$ cat config.mk
export PLATFORM = sky130hd
export DESIGN_NAME = mem_arbiter
export DESIGN_NICKNAME = d
export VERILOG_FILES = /design/src/rtl/mem_arbiter.sv
export SDC_FILE = /design/constraint.sdc
export NUM_CORES = 1
export LEC_CHECK = 0
export ABC_CLOCK_PERIOD_IN_PS = 2800
export BUFFER_PORTS_ARGS = -buffer_cell sky130_fd_sc_hd__buf_2
export CORE_MARGIN = 4
export CORE_UTILIZATION = 41
export CTS_BUF_LIST = sky130_fd_sc_hd__clkbuf_4 sky130_fd_sc_hd__clkbuf_8 sky130_fd_sc_hd__clkbuf_16
export DETAILED_ROUTE_END_ITERATION = 16
export PLACE_DENSITY_LB_ADDON = 0.25
export SLEW_MARGIN = 5
export SYNTH_ARGS = -nofsm -noshare
export SYNTH_HDL_FRONTEND = slang
export SYNTH_SLANG_ARGS = --single-unit
export TNS_END_PERCENT = 20
$ cat constraint.sdc
create_clock -name clk -period 2.8 [get_ports clk]
set_clock_uncertainty 0.2 [all_clocks]
set_input_delay 0.14 -clock clk [delete_from_list [all_inputs] [get_ports clk]]
set_output_delay 0.14 -clock clk [all_outputs]
set_load 0.005 [all_outputs]
$ cat src/rtl/mem_arbiter.sv
// mem_arbiter: fixed-priority (data over fetch) arbiter in front of one single-port memory.
// Optional feature macro: MEM_ARB_IBUF_EN adds a single-entry fetch buffer for repeat fetches.
module mem_arbiter #(
  parameter int ADDR_W = 32,
  parameter int DATA_W = 32
) (
  input  logic              clk,
  input  logic              rst,
  input  logic              if_req,
  input  logic [ADDR_W-1:0] if_addr,
  output logic [DATA_W-1:0] if_rdata,
  output logic              if_ready,
  input  logic              d_read,
  input  logic              d_write,
  input  logic [ADDR_W-1:0] d_addr,
  input  logic [DATA_W-1:0] d_wdata,
  output logic [DATA_W-1:0] d_rdata,
  output logic              d_ready,
  output logic              mem_req,
  output logic              mem_we,
  output logic [ADDR_W-1:0] mem_addr,
  output logic [DATA_W-1:0] mem_wdata,
  input  logic [DATA_W-1:0] mem_rdata,
  input  logic              mem_ack,
  output logic              freeze
);

  typedef enum logic [1:0] {IDLE, BUSY_D, BUSY_I, RESP} state_e;

  state_e            state_q;
  logic              mem_req_q;
  logic              mem_we_q;
  logic              if_ready_q;
  logic              d_ready_q;
  logic [ADDR_W-1:0] mem_addr_q;
  logic [DATA_W-1:0] mem_wdata_q;
  logic [DATA_W-1:0] if_rdata_q;
  logic [DATA_W-1:0] d_rdata_q;

  logic              d_req;
  logic              ibuf_hit;
  logic [DATA_W-1:0] ibuf_data;

  assign d_req = d_read | d_write;

`ifdef MEM_ARB_IBUF_EN
  logic              ibuf_valid_q;
  logic [ADDR_W-1:0] ibuf_addr_q;
  logic [DATA_W-1:0] ibuf_data_q;

  assign ibuf_hit  = if_req & ibuf_valid_q & (if_addr == ibuf_addr_q);
  assign ibuf_data = ibuf_data_q;

  // A write in IDLE is always granted (data wins), so it may have hit the buffered word.
  always_ff @(posedge clk) begin
    if (rst) begin
      ibuf_valid_q <= 1'b0;
    end else if (state_q == IDLE && d_write) begin
      ibuf_valid_q <= 1'b0;
    end else if (state_q == BUSY_I && mem_ack) begin
      ibuf_valid_q <= 1'b1;
    end
  end

  // NOTE: only the valid bit is reset; address/data are meaningless while it is clear.
  always_ff @(posedge clk) begin
    if (state_q == BUSY_I && mem_ack) begin
      ibuf_addr_q <= mem_addr_q;
      ibuf_data_q <= mem_rdata;
    end
  end
`else
  assign ibuf_hit  = 1'b0;
  assign ibuf_data = '0;
`endif

  // NOTE: sequential state uses non-blocking assignments so every register samples pre-edge values.
  always_ff @(posedge clk) begin
    if (rst) begin
      state_q     <= IDLE;
      mem_req_q   <= 1'b0;
      mem_we_q    <= 1'b0;
      if_ready_q  <= 1'b0;
      d_ready_q   <= 1'b0;
      mem_addr_q  <= '0;
      mem_wdata_q <= '0;
      if_rdata_q  <= '0;
      d_rdata_q   <= '0;
    end else begin
      if_ready_q <= 1'b0;
      d_ready_q  <= 1'b0;
      unique case (state_q)
        IDLE: begin
          if (d_req) begin
            mem_addr_q  <= d_addr;
            mem_wdata_q <= d_wdata;
            mem_we_q    <= d_write;
            mem_req_q   <= 1'b1;
            state_q     <= BUSY_D;
          end else if (ibuf_hit) begin
            if_rdata_q <= ibuf_data;
            if_ready_q <= 1'b1;
            state_q    <= RESP;
          end else if (if_req) begin
            mem_addr_q <= if_addr;
            mem_we_q   <= 1'b0;
            mem_req_q  <= 1'b1;
            state_q    <= BUSY_I;
          end
        end
        BUSY_D: begin
          if (mem_ack) begin
            // Stores leave the load-data register untouched.
            if (!mem_we_q) begin
              d_rdata_q <= mem_rdata;
            end
            d_ready_q <= 1'b1;
            mem_req_q <= 1'b0;
            state_q   <= RESP;
          end
        end
        BUSY_I: begin
          if (mem_ack) begin
            if_rdata_q <= mem_rdata;
            if_ready_q <= 1'b1;
            mem_req_q  <= 1'b0;
            state_q    <= RESP;
          end
        end
        RESP: begin
          state_q <= IDLE;
        end
      endcase
    end
  end

  assign mem_req   = mem_req_q;
  assign mem_we    = mem_we_q;
  assign mem_addr  = mem_addr_q;
  assign mem_wdata = mem_wdata_q;
  assign if_rdata  = if_rdata_q;
  assign if_ready  = if_ready_q;
  assign d_rdata   = d_rdata_q;
  assign d_ready   = d_ready_q;
  assign freeze    = (d_req & ~d_ready_q) | (if_req & ~if_ready_q);

endmodule

; ---- Word level (Yosys, flattened, before mapping)
; Cells that the tools add are included.
[totals]
reg_bits = 134
inputBits = 134
out_inout_bits = 133
wordCells = 48
[classes]
n_eq_ne = 5
n_mux = 13
n_bitwise = 9
n_reduce_logical = 12
[ops]
columns = operator, n
row1 = 32-bit 2-to-1 mux, 2
row2 = 2-bit AND reduction, 4
row3 = 1-bit 2-to-1 mux, 6
row4 = 2-bit 2-to-1 mux, 3
row5 = 2-bit one-hot mux with 3 select lines, 1
row6 = 3-bit AND reduction, 2
row7 = 2-bit OR reduction, 3
row8 = 1-bit NOT, 5
row9 = "2-bit == test, second input constant", 2
row10 = 2-bit nonzero test, 2
row11 = "3-bit inequality test, second input constant", 1
row12 = 1-bit bitwise AND, 2
row13 = "2-bit by 1-bit == test with 1-bit output, second input constant", 1
row14 = 2-bit zero test, 1
row15 = "2-bit by 1-bit inequality test with 1-bit output, second input constant", 1
row16 = 1-bit bitwise OR, 2
row17 = 1-bit one-hot mux with 2 select lines, 1

; ---- Depth between registers and ports, before layout
[logic_depth]
word_depth = 4
ltp_mapped = 7
mapped_depth_nobuf = 5

; ---- Worst setup path after synthesis
; OpenSTA, ideal clock, no wires.
[synth_path]
path_kind = reg2reg
startpoint = register state_q[0]
endpoint = register mem_req_q, in the netlist mem_req
setup_ns = 0.100
t_arrival_ns = 1.487
required_time_ns = 2.500
setup_slack_ns = 1.014
path_stages_with_launch = 6
n_path_buf = 0
period_less_slack_ns = 1.786
cell_sequence = dfxtp_1 > inv_1 > ha_1 > or4b_4 > and3_4 > a2111oi_4
[synth_between]
elab_chain_len = 4
[synth_lines]
columns = item, line_no
row1 = start: declaration, 30  ; state_e state_q;
row2 = start signal: assignment, 80  ; state_q <= IDLE;
row3 = start signal: assignment, 99  ; state_q <= BUSY_D;
row4 = start signal: assignment, 103  ; state_q <= RESP;
row5 = 2-bit == test or 2-bit by 1-bit == test with 1-bit output (tied branches), 92  ; unique case (state_q)
row6 = 2-bit OR reduction (no source line), -
row7 = 2-bit by 1-bit inequality test with 1-bit output (no source line) or 2-bit nonzero test (tied branches), -
row8 = 3-bit AND reduction (no source line), -
row9 = end signal: assignment, 98  ; mem_req_q <= 1'b1;
row10 = end signal: assignment, 107  ; mem_req_q <= 1'b1;
row11 = end signal: assignment, 118  ; mem_req_q <= 1'b0;
row12 = end: declaration, 31  ; logic mem_req_q;
; Parallel ways exist; a longest one is shown, timed or not.
; A chain may end at the register's enable or synchronous reset.

; ---- Worst setup path after layout
[layout_path]
startpoint = register state_q[0]
endpoint = register mem_addr_q[10], in the netlist mem_addr[10]
[layout_between]
elab_chain_len = 2
[layout_lines]
columns = item, line_no
row1 = 2-bit zero test, 92
row2 = 2-bit AND reduction (no source line), -
row3 = end signal: assignment, 95  ; mem_addr_q <= d_addr;
row4 = end signal: assignment, 105  ; mem_addr_q <= if_addr;
row5 = end: declaration, 35  ; logic [ADDR_W-1:0] mem_addr_q;
; Every way passes these cells.

==> impl_results.md <==
* Crit share post-route at 0.8701
* Initial DRC count at 491
* HP Start: rst
* Initial antenna violation count at 0
* Initial Utilization at 0.4206
* Synth area leaders: dfxtp_1, nand2_1, a21oi_1
* First-pass GRT wire length at 28.45 mm
* Hold_ws at 23.69 ps
* Status: completed
* Via density at 4.960
* Maxcap violations at 0
* Clk slew on worst S/H paths at 50 ps
* Worst endpoint required time at 2950 ps
* Die H at 119.2 µm
* Placed Cells at 1034
* Maximum clock frequency at 0.4104 GHz
* Cell taking the most area after synthesis: dfxtp_1
* Final setup TNS at 0 ps
* Synth top area share at 0.5287
* CP Data Arrival Time at 2590 ps
* Sequential element share of the synthesized area at 0.5287
* Critical path capture point type: flop
* FF+latch area at 0.002683 mm²
* CP startpoint kind: flop
* Core area at 0.01206 mm²
* Port-buffer cells at 266
* Pre-antenna DRT Iters at 5
* Routed Antenna Nets at 0
* Cell Rows at 40
* FFs w/ async S/R, synth at 0
* Largest stage delay on the critical path at 600 ps
* Rel. slew slack at 0.6180
* Slowest-stage cell, CP: dlygate4sd3_1
* Fraction of layout cells with a size suffix above 1 at 0.3084
* Gr ovfl total at 0
* Post-Syn Nets at 780
* R2r startpoint: state_q[0]
* # fillers at 947
* Die ar. at 0.01422 mm²
* Drt total wl at 17.88 mm
* GRT Overall Usage at 0.2465
* Ant diodes at 0
* Clock buffer count from CTS at 17
* Cells after Synth at 641
* Pins Over Slew Limit at 0
* Synth Cell Area at 0.005074 mm²
* # IOs at 267
* CTS Root Cell: clkbuf_16
* Critical path peak fanout at 65
* Nets at 1155
* Synth-to-layout area growth at 65.75%
* Synth cell types at 31
* Total number of vias at 5932
* Syn_area_per_cell at 7.915 µm²
* Latest clock arrival within the worst-skew pair at 400 ps
* WL/cell at 14.95 µm
* Maximum clock path buffer count at 2
* Die W at 119.2 µm
* Top cells by count, synth: nand2_1, dfxtp_1, a21oi_1
* RSZ-0062 raised after global routing: false
* Post-synth EDFFs at 0
* Hold crit path type: input pin to flop
* Setup Crit Path Kind: flop to flop
* Final hold vios at 0
* Pin count of the biggest net entering global routing at 68
* Multi-input gate area at 0.002165 mm²
* CP cell instances: inv_1 -> ha_1 -> o31a_2 -> buf_12 -> nor2_1 -> a311oi_1 -> dlygate4sd3_1
* Vias in the first global route at 5889
* Yosys reg bits at 134
* CTS Sinks at 134
* Endpoints failing setup at 0
* Pwr/cell area at 822.8 mW/mm²
* CTS resizes at 0
* Crit path time final at 2436 ps
* TritonCTS clock tree: done
* CP startpoint: state_q[0]
* DRC at 0
* HPWL Detailed at 10.59 mm
* RePlAce Congestion at 0.8032
* Cell Count, Final, Fillers Out at 1196
* H-tree Lvls at 4
* Slew @ Worst Pin at 573.0 ps
* Ys flop type: dfxtp_1
* Synth warn at 0
* Top-count cell post-synth: nand2_1
* Leak pwr at 3.856 nW
* Max VDD drop at 0.6112 mV
[sequential cells by signal, summed over array words and instances, names as in the netlist]
| signal | flops |
|---|---|
| mem_we | 1 |
| d_rdata | 32 |
| d_ready | 1 |
| if_ready | 1 |
| mem_wdata | 32 |
| mem_addr | 32 |
| if_rdata | 32 |
| mem_req | 1 |
| state_q | 2 |
[layer usage]
metal  up-vias  track usage  routed length (µm)
li1       2896            -                   -
met1      2725       0.2728                6971
met2       275       0.4369                9002
met3        36      0.08500                1499
met4         0      0.08689                 404
met5         -            0                   0
[critical path: cells and delay by family (launching register included)]
kind	cells	cell delay [ps]
simple gates	1	70
buf+inv	3	980
fa+ha+maj	1	280
flops	1	330
compound gates	2	500
[repair_timing]
| action | in CTS | in global routing |
|---|---|---|
| buffers inserted | 0 | 0 |
| hold buffers | 131 | 0 |
| endpoints found under the hold margin | 133 | 0 |
[cell families (layout without fill, tap and decap cells)]
family                     after synthesis  count (layout)  synth area share
buffers and inverters                   57             444           0.04562
and+or+nand+nor                        273             273            0.2106
AOI/OAI and AO/OA                      172             172            0.2027
adders and majority gates                5               5           0.01233
DFF                                    134             134            0.5287
[worst paths after layout]
path | to | slack [ps] | depth (start not counted)
setup / recovery | mem_addr[10] | 360 | 7
hold / removal | if_ready | 20 | 2
setup reg to reg | mem_addr[10] | 360 | 7
hold reg to reg | d_rdata[18] | 250 | 2
[stage by stage]
step | power, W | utilization | cell area (µm²) | setup WS [ps]
6_report | 0.006919 | 0.6972 | 8409 | 363.6
5_1_grt | 0.007345 | 0.6972 | 8409 | 185.5
4_1_cts | 0.006918 | 0.6972 | 8409 | 451.6
3_5_place_dp | 0.004447 | 0.5417 | 6534 | 896.4
3_3_place_gp | 0.004422 | 0.5417 | 6534 | 921.6
2_1_floorplan | 0.003673 | - | 5074 | 1014
[cell type report]
class,count,area share
repair buffers,409,0.3297
flip-flops and latches,134,0.3190
multi-input cells,450,0.2574
clock buffers,22,0.05803
well taps,168,0.02500
clock inverters,9,0.009076
inverters,4,0.001785
[report_power, final]
part / switching, W / leakage [nW] / internal (W) / total (W)
combinational: 0.00123 / 2.47 / 0.00110 / 0.00232
clock: 0.000794 / 0.285 / 0.00131 / 0.00210
sequential: 0.000191 / 1.10 / 0.00230 / 0.00249
total: 0.00221 / 3.86 / 0.00471 / 0.00692
[layout by cell type (no fill, tap or decap), drive strengths merged, types with 4 or more instances in the layout]
master | synthesis | layout
ha | 5 | 5
clkbuf | 43 | 22
a21oi | 97 | 97
nor2 | 37 | 37
nand2 | 227 | 227
inv | 4 | 4
o21ai | 34 | 34
dlygate4sd3 | 0 | 131
clkinv | 0 | 7
a311oi | 32 | 32
buf | 10 | 278
dfxtp | 134 | 134
No activity file was read; power rests on OpenSTA's default activity.
